==> src/rtl/dff_stream_deser.sv <==
// dff_stream_deser: start/stop framed serial receiver (LSB first) feeding a
// one-word valid/ready output register, with framing-error pulse and sticky overrun.
module dff_stream_deser #(
    parameter int DATA_W = 8
) (
    input  logic              clk,
    input  logic              rst_n,
    input  logic              ser_in,
    input  logic              bit_vld,
    output logic [DATA_W-1:0] data_out,
    output logic              data_vld,
    input  logic              data_rdy,
    output logic              frm_err,
    output logic              ovr_err,
    input  logic              clr_err
);
    localparam int CW = $clog2(DATA_W);
    localparam logic [CW-1:0] LAST = CW'(DATA_W - 1);

    typedef enum logic [1:0] {S_IDLE, S_DATA, S_STOP, S_RESYNC} state_t;

    state_t            r_state, w_next;
    logic [CW-1:0]     r_cnt;
    logic [DATA_W-1:0] r_shift, r_data;
    logic              r_vld, r_frm, r_ovr;
    logic              w_done, w_bad, w_load, w_ovr;

    always_comb begin
        w_next = r_state;
        w_done = 1'b0;
        w_bad  = 1'b0;
        if (bit_vld) begin
            case (r_state)
                S_IDLE:  w_next = ser_in ? S_IDLE : S_DATA;
                S_DATA:  w_next = (r_cnt == LAST) ? S_STOP : S_DATA;
                S_STOP: begin
                    w_next = ser_in ? S_IDLE : S_RESYNC;
                    w_done = ser_in;
                    w_bad  = ~ser_in;
                end
                default: w_next = ser_in ? S_IDLE : S_RESYNC;
            endcase
        end
    end

    // A finished word loads if the output slot is empty or drains on this same edge.
    assign w_load = w_done & (~r_vld | data_rdy);
    assign w_ovr  = w_done & r_vld & ~data_rdy;

    always_ff @(posedge clk or negedge rst_n) begin
        if (!rst_n) r_state <= S_IDLE;
        else        r_state <= w_next;
    end

    always_ff @(posedge clk or negedge rst_n) begin
        if (!rst_n) begin
            r_cnt   <= '0;
            r_shift <= '0;
            r_data  <= '0;
            r_vld   <= 1'b0;
            r_frm   <= 1'b0;
            r_ovr   <= 1'b0;
        end else begin
            if (bit_vld && r_state == S_IDLE && !ser_in) begin
                r_cnt <= '0;
            end else if (bit_vld && r_state == S_DATA) begin
                r_shift[r_cnt] <= ser_in;
                if (r_cnt != LAST) r_cnt <= r_cnt + CW'(1);
            end
            if (w_load) r_data <= r_shift;
            r_vld <= w_load | (r_vld & ~data_rdy);
            r_frm <= w_bad;
            r_ovr <= w_ovr | (r_ovr & ~clr_err);
        end
    end

    assign data_out = r_data;
    assign data_vld = r_vld;
    assign frm_err  = r_frm;
    assign ovr_err  = r_ovr;
endmodule

==> config.mk <==
export PLATFORM = sky130hd
export DESIGN_NAME = dff_stream_deser
export DESIGN_NICKNAME = d
export VERILOG_FILES = /design/src/rtl/dff_stream_deser.sv
export SDC_FILE = /design/constraint.sdc
export NUM_CORES = 1
export LEC_CHECK = 0
export CORE_MARGIN = 1.5
export CORE_UTILIZATION = 56
export CTS_CLUSTER_DIAMETER = 30
export DETAILED_ROUTE_END_ITERATION = 10
export GPL_TIMING_DRIVEN = 0
export PLACE_DENSITY = 0.82
export SYNTH_ARGS = -nofsm -noshare
export SYNTH_HDL_FRONTEND = slang
export SYNTH_SLANG_ARGS = --single-unit
==> constraint.sdc <==
create_clock -name clk -period 4.6 [get_ports clk]
set_input_delay 0.92 -clock clk [delete_from_list [all_inputs] [get_ports clk]]
set_output_delay 0.92 -clock clk [all_outputs]
set_load 0.1 [all_outputs]
; ---- Word level (Yosys, flattened, before mapping)
; Cells that the tools add are included.
[totals]
regBits = 24
inputBits = 6
out_inout_bits = 11
mem_count = 0
latchBits = 0
romBits = 0
word_cells = 51
ram_bits = 0
[classes]
magnitude_cmp = 2
bitwise_logic = 13
mul = 0
eq_ne = 4
mux = 14
add_sub_neg = 1
n_shift = 0
reduce_logical = 10
n_div = 0
[ops]
columns = op, n
row1 = 2-to-1 mux 3 bit, 3
row2 = bitwise mux 8 bit, 1
row3 = 2-to-1 mux 1 bit, 6
row4 = AND 1 bit, 5
row5 = NOT 1 bit, 5
row6 = logical AND 1 bit, 4
row7 = less-than comparator 3 x 4 -> 1 bit (second input constant), 1
row8 = 2-to-1 mux 2 bit, 2
row9 = case mux 2 bit (2 select lines), 1
row10 = AND reduction 2 bit, 2
row11 = nonzero test 2 bit, 2
row12 = adder 3 x 1 -> 3 bit (second input constant), 1
row13 = demux 1 bit (select 3 bit), 1
row14 = == test 3 bit (second input constant), 1
row15 = greater-or-equal comparator 3 x 1 -> 1 bit (second input constant), 1
row16 = inequality test 3 bit (second input constant), 1
row17 = OR 1 bit, 3
row18 = == test 2 x 1 -> 1 bit (second input constant), 1
row19 = == test 2 bit (second input constant), 1
row20 = zero test 2 bit, 1
row21 = zero test 1 bit, 1

; ---- Logic depth before layout (Yosys ltp)
[logic_depth]
depth_word = 6
depth_mapped = 5
depth_no_buf = 5

; ---- Worst setup path before layout
; Ideal clock, no wire load.
[synth_timing]
kind = input to register
startpoint = in bit_vld
endpoint = reg r_data[0] (netlist: data_out[0])
arrival_ps = 1755
path_buffers = 2
stages = 5
setup_ps = 125
t_required_ps = 4475
setup_slack_ps = 2719
cell_sequence = buf_4 > nand4b_4 > nor2b_2 > buf_6 > mux2_2
[synth_between]
elab_chain_len = 2
[synth_rtl]
columns = element, line_no
row1 = "start, declared", 9  ; input logic bit_vld,
row2 = 2-to-1 mux 1 bit, 32  ; if (bit_vld) begin
row3 = AND 1 bit, 47  ; assign w_load = w_done & (~r_vld | data_rdy);
row4 = "end signal, assigned", 70  ; if (w_load) r_data <= r_shift;
row5 = "end, declared", 24  ; logic [DATA_W-1:0] r_shift, r_data;
; Every way passes these cells.
; A chain may end at the register's enable or synchronous reset.

; ---- Worst setup path in the final report
[layout_timing]
startpoint = reg r_data[3] (netlist: data_out[3])
endpoint = out data_out[3]
[layout_lines]
columns = element, line_no
row1 = "end, declared", 10  ; output logic [DATA_W-1:0] data_out,
; No word-level cell between the ends.

==> metrics.log <==
INFO  metric port_buffers = 15
INFO  metric skew = 0.0103 ns
INFO  metric clock_tree.root_cell = sky130_fd_sc_hd__clkbuf_4
INFO  metric hpwl = 1240 µm
INFO  metric fp.dieH = between 40 and 50 µm
INFO  metric route.detailed.vias_per_inst = about 5.4
INFO  metric die_outline_area = 0.00227 mm²
INFO  metric routed-via-count = between 600 and 700
INFO  metric worst_ep_required_time = 3.68 ns
INFO  metric drt-pass1-iter-count = 2
INFO  metric hold-path-cell-count = 1
INFO  metric final_cell_mix = 24 x sky130_fd_sc_hd__dfrtp_1, 15 x sky130_fd_sc_hd__clkdlybuf4s50_1, 13 x sky130_fd_sc_hd__mux2_2, 8 x sky130_fd_sc_hd__nand2_1, 5 x sky130_fd_sc_hd__nor2_1
INFO  metric yosysSeqAreaShare = a little over half
INFO  metric final-setup-viol-count = 0
INFO  metric skew_pair_late_insertion_delay = between 0.3 and 0.4 ns
INFO  metric global_route.usage.total = a little under a fifth
INFO  metric crit_path_cell_trace = clkdlybuf4s50_1
INFO  metric utilization = between 70 and 80%
INFO  metric num_rows = 15
INFO  metric synth.net_count = 91
INFO  metric worst_slack = between 1.5 and 2 ns
INFO  metric crit_fanout = 2
INFO  metric max_freq = ~360 MHz
INFO  metric period_share = about 60%
INFO  metric synthesized_area_fraction_occupied_by_adder_cells = 2.24%
INFO  metric drt_iter0_drcs = 5
INFO  metric initial_core_util = about three fifths
INFO  metric timing_max_transition_violations_final = 0
INFO  metric worst-slew-pin-transition = between 1 and 1.5 ns
INFO  metric drcViolationCount = 0
INFO  metric cp.arrival = between 1.5 and 2 ns
INFO  metric syn-cell-area = roughly 0.0011 mm²
INFO  metric synth_top_family_by_area = multiplexers
INFO  metric first_pass_grt_wire_length = ~3000 µm
INFO  metric grt_pass1_vias = 710
INFO  metric clock_path_buffers = 2
INFO  metric finalHoldViolCount = 0
INFO  metric critPathTopFamily = buffers and inverters
INFO  metric accumulated_negative_setup_slack = 0 ns
INFO  metric critical_path_cell_count = 1
INFO  metric clkSinkCount = 24
INFO  metric critical_path.slowest_cell = sky130_fd_sc_hd__clkdlybuf4s50_1
INFO  metric synth_area_per_cell = 13.4 µm²
INFO  metric cts_resized = 0
INFO  metric max_cap_viol_count = 0
INFO  metric min-delay-path-class = flop to flop
INFO  metric ys_ff_latch = 24
INFO  metric cts_tree = built
INFO  metric setup_repair_after_global_routing_missed_its_margin = no
INFO  metric vdd.ir_drop.worst = 0.382 mV
INFO  metric max_stage_delay = roughly 1.1 ns
INFO  metric postRouteAntennaNets = 0
INFO  metric io-pin-count = 17
INFO  metric synth_xor_xnor_area_share = less than 1%
INFO  metric die_x = ~48 µm
INFO  metric clk_transition_reported_paths = 0.14 ns
INFO  metric insertedDiodeCount = 0
INFO  metric post_cts.repair.setup_buffers = 0
INFO  metric count_of_fill_cells_added_during_filler_insertion = between 100 and 150
INFO  metric hold-worst-slack = between 0.5 and 0.6 ns
INFO  metric drt_wl_total = 1710 µm
INFO  metric overflow = 0
INFO  metric avgRoutedWirePerCell = between 10 and 15 µm
INFO  metric yosys_cell_types = 27
INFO  metric cts-buffers-inserted = 3
INFO  metric power.leakage = between 0.6 and 0.7 nW
INFO  metric synth_mux_area_share = roughly a fifth
INFO  metric synthesis.yosys.warnings = 0
INFO  metric largest_net_degree_at_the_start_of_global_routing = 25
INFO  metric dp_worst_setup_slack = about 2.2 ns
INFO  metric post_route_cells_drive_above_1_share = between 20% and 30%
INFO  metric path_class = flop to output port
INFO  metric layout_commonest_cell = sky130_fd_sc_hd__dfrtp_1
INFO  metric numPlacedInstances = around 120
INFO  metric final-instance-count-excl-fill = between 100 and 150
INFO  metric synth-compound-area-share = 1.46%
INFO  metric p_per_area = ~700 mW/mm²
INFO  metric min_period = 2.74 ns
INFO  metric startpoint_type = flop
INFO  metric design.final.nets = about 110
INFO  metric cts_max_level = 1
INFO  metric cts_hold_buf = 0
INFO  metric area_growth_syn_to_layout = 21.0%
INFO  metric critPathCaptureType = output port
INFO  metric crit_path_buf_inv_count = 1
INFO  metric grt_antenna_before_repair = 0
INFO  metric finalWeightedCongestion = around 0.7
INFO  metric synth_cells = just over 80
INFO  metric synthSimpleGateAreaFrac = 18.5%
INFO  metric number_of_cells_traversed_by_the_worst_register_to_register_path = 5
INFO  metric design.core.area = approximately 0.0018 mm²
INFO  metric worst_rel_slew_slack = 32.1%
INFO  metric run_status = completed
state kept, by name, indices dropped and copies added, names as in the netlist:
| name | flops |
|---|---|
| ovr_err | 1 |
| r_shift | 8 |
| data_vld | 1 |
| r_state | 2 |
| data_out | 8 |
| r_cnt | 3 |
| frm_err | 1 |
final timing paths:
kind	from	endpoint	slack, ns
min in group asynchronous	rst_n	r_shift[3]	1.14
worst min register to register	data_out[1]	data_out[1]	0.52
worst max-delay path	data_out[3]	data_out[3]	1.86
max in group asynchronous	rst_n	r_cnt[0]	2.85
worst min-delay path	data_out[1]	data_out[1]	0.52
worst max register to register	r_cnt[0]	r_cnt[2]	2.98
synthesized netlist by cell type:
cell	instances	share of area, %
sky130_fd_sc_hd__o22ai_1	1	0.56
sky130_fd_sc_hd__ha_1	2	2.2
sky130_fd_sc_hd__nor3_1	2	0.90
sky130_fd_sc_hd__buf_2	1	0.45
sky130_fd_sc_hd__nand3b_1	2	1.3
sky130_fd_sc_hd__nor3b_1	2	1.3
sky130_fd_sc_hd__mux2_4	2	2.7
sky130_fd_sc_hd__mux2_1	1	1.0
sky130_fd_sc_hd__xnor2_1	1	0.79
sky130_fd_sc_hd__dfrtp_1	24	54
sky130_fd_sc_hd__inv_1	1	0.34
sky130_fd_sc_hd__mux2i_1	2	1.8
sky130_fd_sc_hd__buf_6	2	2.0
sky130_fd_sc_hd__nand4b_4	2	4.3
sky130_fd_sc_hd__nor2_1	5	1.7
sky130_fd_sc_hd__nand2_1	8	2.7
sky130_fd_sc_hd__clkbuf_1	1	0.34
sky130_fd_sc_hd__nor2b_2	1	0.79
sky130_fd_sc_hd__buf_4	2	1.3
sky130_fd_sc_hd__nand4b_1	1	0.79
sky130_fd_sc_hd__nand3_1	1	0.45
sky130_fd_sc_hd__a21oi_1	1	0.45
sky130_fd_sc_hd__and4bb_4	2	2.9
sky130_fd_sc_hd__nand2b_1	1	0.56
sky130_fd_sc_hd__mux2_2	13	13
sky130_fd_sc_hd__nor4b_1	1	0.79
sky130_fd_sc_hd__o21ai_0	1	0.45
metal layers:
layer	global-route usage [%]	vias up	part of all wire [%]
met5	0	-	0
met4	11.4	0	2.6
met3	2.26	4	2.9
met2	32.2	15	49
met1	23.2	337	46
li1	-	332	-
per-stage QoR:
stage,power [W],cell area (µm²)
2_1_floorplan,0.000698,1110
3_3_place_gp,0.000778,1300
3_5_place_dp,0.000796,1300
4_1_cts,0.000947,1350
5_1_grt,0.000991,1350
6_report,0.000939,1350
layout make-up:
cell class	count	area [µm²]	area share, %
Buffer	6	46.3	3.43
Clock buffer	3	22.5	1.67
Clock inverter	1	30.0	2.23
Inverter	1	3.75	0.278
Multi-Input combinational cell	52	464	34.4
Sequential cell	24	601	44.5
Tap cell	25	31.3	2.32
Timing Repair Buffer	15	150	11.1
power breakdown:
group / internal, W / leakage (nW) / switching, W
Combinational: 0.000170 / 0.281 / 0.000281
Clock: 0.0000881 / 0.0279 / 0.0000639
Sequential: 0.000288 / 0.312 / 0.0000481
logic make-up after synthesis:
group                    Yosys count
AND/OR/NAND/NOR                   28
flip-flops                        24
multiplexers                      18
buffers and inverters              7
AO/OA/AOI/OAI                      3
adder cells (fa/ha/maj)            2
XOR/XNOR                           1
Power figures use the tool's default switching activity.
==> RTL edit 1, RTL diff (config.mk and constraints unchanged) <==
Reset style: synchronous (`rst_n`), changed in 2 clocked blocks.
--- a/src/rtl/dff_stream_deser.sv
+++ b/src/rtl/dff_stream_deser.sv
@@ -48,10 +48,10 @@
     assign w_ovr  = w_done & r_vld & ~data_rdy;
 
-    always_ff @(posedge clk or negedge rst_n) begin
+    always_ff @(posedge clk) begin
         if (!rst_n) r_state <= S_IDLE;
         else        r_state <= w_next;
     end
 
-    always_ff @(posedge clk or negedge rst_n) begin
+    always_ff @(posedge clk) begin
         if (!rst_n) begin
             r_cnt   <= '0;
Check against the original RTL: same outputs for any inputs over 10 cycles, from zero or initial values and one cycle with rst_n low; that may be too few to reach the edited logic, so the function may still have changed.
==> RTL edit 1 against the unedited design <==
Cell area down 4.0%; first-iteration DRC count rose to 3.0 times the old value; sequential cell count unchanged; area after synthesis fell by 3.4%; count of clock-buffer cells in the layout grew 1; die area decreased by 3.1%; worst setup slack gained 0.0098 ns; routed wire length grew 5.8%; critical endpoint is now data_out[6].
Power is not compared: it rests on default switching activity, and its combinational part moved more than twofold at a synthesized area within 25%.
==> RTL edit 1: results (changes against the unedited design) <==
| Metric | Value |
|---|---|
| Status | complete, no violations |
| Cell family with most CP delay | buffers and inverters |
| Commonest cells in the synthesized netlist | dfxtp_1 (24), nand2_1 (21), mux2i_1 (18) |
| Worst slew pin tran | 0.970 ns (-0.0455 ns) |
| R2r setup slk | 3.15 ns (+0.17 ns) |
| Nets | 134 (+21%) |
| Area contributors post-synth | dfxtp_1 (45%), mux2i_1 (17%), nand2_1 (7.3%), nand4b_4 (4.4%), ha_1 (2.3%) |
| RD Place Congestion | 0.724 (+3.5%) |
| Drt first pass iters | 4 (+2) |
| Vias per cell | 5.21 (-3.8%) |
| DR vias | 782 (+14%) |
| Mux cell area share after synthesis | 16.7% (-1.9 points) |
| Setup Skew | 0.00457 ns (-0.00576 ns) |
| Vias in the first global route | 715 (+0.70%) |
| Post-synthesis compound-gate area fraction | 4.65% (+3.2 points) |
| # fillers | 150 (+17%) |
| Origin of the critical flop-to-flop path | r_cnt[0] |
| Library cells used by synthesis | 28 (+3.7%) |
| Synth Area in XOR/XNOR | 0.813% (+0.027 points) |
| Post-synthesis adder-cell area fraction | 2.32% (+0.078 points) |
| Fraction of final layout cells sized beyond drive strength 1 | 12.0% (-16 points) |
| Top FF cell, synth | dfxtp_1 |
| Synthesized Nets | 114 (+25%) |
| RR Endpoint | r_cnt[2] |
| Total placed instance area | 1260 sq um (-2.9%) |
| Hold_sp | data_out[0] |
| Largest net degree at the start of global routing | 14 (-44%) |
| First-pass GRT wire length | 2.98 mm (+0.91%) |
| FFs w/ async S/R, synth | 0% (-100 points) |
| Hold depth | 2 (+1) |
| HPWL Detailed | 1.29 mm (+3.7%) |
| Placed Cells | 146 (+19%) |
| Mean Syn Cell Area | 10.2 sq um (-24%) |
| Tot GR Track Use | 19.3% (+0.25 points) |
| Dpl ws | 2.23 ns (+0.0353 ns) |
| Hold path endpoint | data_out[0] |
[RTL edit 1: changes by cell type after synthesis, sizes merged, moves of 2 or more]
cell | unedited run | this run
clkbuf | 1 | 4
nand2 | 8 | 21
mux2 | 16 | 0
mux2i | 2 | 18
inv | 1 | 3
dfxtp | 0 | 24
dfrtp | 24 | 0
[RTL edit 1: cell families after synthesis]
group	count (synthesis)
and+or+nand+nor	44
DFF	24
muxes	18
buffers and inverters	11
AOI/OAI and AO/OA	6
adders and majority gates	2
xor gates and xnor gates	1
[RTL edit 1: area by class of cell]
cell class                 instances  area share (%)
buffer                             8            4.06
clock buffer                       4            2.80
inverter                           3           0.870
multi-input combinational         71            41.2
sequential                        24            37.1
tap                               25            2.42
timing repair buffer              15            11.6
[RTL edit 1: tightest hold or removal path, cell delays in order, from the launching register on]
cell and delay [ns]:
dfxtp_1 0.33, nand2_1 0.05, mux2i_1 0.05
[RTL edit 1: metal layers]
layer  up-vias  routed length [microns]  track usage [%]
met5         -                        0                0
met4         0                       16             6.67
met3         4                      105             6.15
met2        19                      848             32.6
met1       361                      840             23.0
li1        398                        -                -
[RTL edit 1: worst max path at each step]
| stage | start | to | slack, ns |
|---|---|---|---|
| 2_1_floorplan | data_vld | data_vld | 2.75 |
| 3_3_place_gp | data_out[5] | data_out[5] | 2.24 |
| 3_5_place_dp | data_out[1] | data_out[1] | 2.23 |
| 4_1_cts | data_out[1] | data_out[1] | 1.86 |
| 5_1_grt | data_out[1] | data_out[1] | 1.81 |
| 6_report | data_out[6] | data_out[6] | 1.87 |
==> RTL edit 2, RTL diff (config.mk and constraints unchanged) <==
Without the edit above. `DATA_W`: 8 -> 4.
--- a/src/rtl/dff_stream_deser.sv
+++ b/src/rtl/dff_stream_deser.sv
@@ -2,5 +2,5 @@
 // one-word valid/ready output register, with framing-error pulse and sticky overrun.
 module dff_stream_deser #(
-    parameter int DATA_W = 8
+    parameter int DATA_W = 4
 ) (
     input  logic              clk,
Ports: changed (resized data_out); port bits go from 17 to 13. The function was not compared with the original's and may differ.
==> RTL edit 2 against the unedited design <==
Cell count decreased by 32%; critical path depth unchanged; routed wire length decreased by 30%; total power decreased by 41%; worst setup slack improved by 0.044 ns; sequential cell count decreased by 9; cell area decreased by 36%; area after synthesis decreased by 36%; sequential share of layout area decreased by 1.2 points; die area decreased by 34%.
==> RTL edit 2: results (changes against the unedited design) <==
| Metric | Value |
|---|---|
| Status | complete, no violations |
| RR Endpoint | data_out[3] |
| # fillers | 77 (-40%) |
| Sw frac | 43.8% (+1.9 points) |
| Maximum vdd ir drop | 0.487 mV (+27%) |
| Largest net degree at the start of global routing | 16 (-36%) |
| R2r setup slk | 3.12 ns (+0.14 ns) |
| Leakage | 0.423 nW (-32%) |
| R2R cell count | 3 (-2) |
| Final worst setup slack | 1.90 ns (+0.0437 ns) |
| Synthesized Nets | 67 (-26%) |
| First-pass GRT wire length | 2.04 mm (-31%) |
| # port buffers | 11 (-4) |
| Drt first pass iters | 4 (+2) |
| Vias per cell | 5.48 (+1.1%) |
| Detailed Route Iter0 Violations | 2 (-3) |
| Origin of the critical flop-to-flop path | r_state[0] |
| Seq/Total Area, Yosys | 52.7% (-1.1 points) |
| Postcts setup bufs | 0 (unchanged) |
| Setup Skew | 0.00110 ns (-0.00923 ns) |
| Tot GR Track Use | 21.2% (+2.2 points) |
| Clk pin slew, worst setup/hold paths | 0.09 ns (-0.05 ns) |
| Post-CTS resize count | 0 (unchanged) |
| Vias in the first global route | 478 (-33%) |
| Nets | 83 (-25%) |
| Dpl ws | 2.11 ns (-0.0764 ns) |
| Post-synth EDFFs | 0 (unchanged) |
| RD Place Congestion | 0.771 (+10%) |
| HPWL Detailed | 889 microns (-28%) |
| Bufs on Longest Clock Path | 2 (unchanged) |
| Commonest cells in the synthesized netlist | dfrtp_1 (15), nand2_1 (8), mux2_2 (7) |
| Library cells used by synthesis | 22 (-19%) |
| Area contributors post-synth | dfrtp_1 (53%), mux2_2 (11%), ha_1 (7.0%), nand2_1 (4.2%), a22o_1 (3.7%) |
| Fraction of final layout cells sized beyond drive strength 1 | 22.2% (-6.2 points) |
==> RTL edit 2: cell count changes after synthesis, moves of 3 or more <==
| cell | delta |
|---|---|
| a22o_1 | +3 |
| dfrtp_1 | -9 |
| mux2_2 | -6 |
| nor2_1 | -5 |
==> RTL edit 2: cell families (layout without fill, tap and decap cells) <==
| kind of cell | after synthesis | count (layout) | synth area share, % |
|---|---|---|---|
| AND/OR/NAND/NOR | 17 | 17 | 15.1 |
| multiplexers | 8 | 8 | 13.2 |
| AO/OA/AOI/OAI | 8 | 8 | 8.61 |
| buffers and inverters | 5 | 20 | 3.34 |
| flip-flops | 15 | 15 | 52.7 |
| adder cells (fa/ha/maj) | 4 | 4 | 7.03 |
==> RTL edit 2: layer usage <==
layer	wire, microns	vias to the layer above	track usage (%)
li1	-	231	-
met1	531	225	25.2
met2	591	13	36.7
met3	51	2	5.20
met4	19	0	7.76
met5	0	-	0
==> RTL edit 2: power groups by stage <==
stage / logic, W / clock network [W] / registers [W]
after floorplan: 0.000111 / 0 / 0.000310
after global placement: 0.000255 / 0 / 0.000219
after detailed placement: 0.000261 / 0 / 0.000223
after CTS: 0.000262 / 0.0000768 / 0.000220
after global routing: 0.000283 / 0.0000813 / 0.000229
final: 0.000260 / 0.0000751 / 0.000221
==> RTL edit 2: how the worst min path moves through the flow <==
stage	startpoint	endpoint	slack, ns	cells past startpoint
2_1_floorplan	r_shift[0]	data_out[0]	0.47	1
3_3_place_gp	r_shift[1]	data_out[1]	0.49	1
3_5_place_dp	r_shift[0]	data_out[0]	0.49	1
4_1_cts	r_shift[0]	data_out[0]	0.51	1
5_1_grt	r_shift[2]	r_shift[2]	0.52	1
6_report	data_out[0]	data_out[0]	0.51	1
==> RTL edit 2: area by class of cell <==
cell class	count	area share, %
multi-input cells	37	36.1
clock buffers	3	2.60
plain buffers	2	1.44
inverters	3	1.30
clock inverters	1	0.577
flip-flops and latches	15	43.3
well taps	14	2.02
repair buffers	11	12.7
==> RTL edit 2: metrics by stage <==
step	cells	instance area, sq um	util, %
finish	86	867	76.0
global route	86	867	76.0
CTS	86	867	76.0
detailed placement	82	840	73.6
global placement	82	840	73.6
floorplan	57	712	-
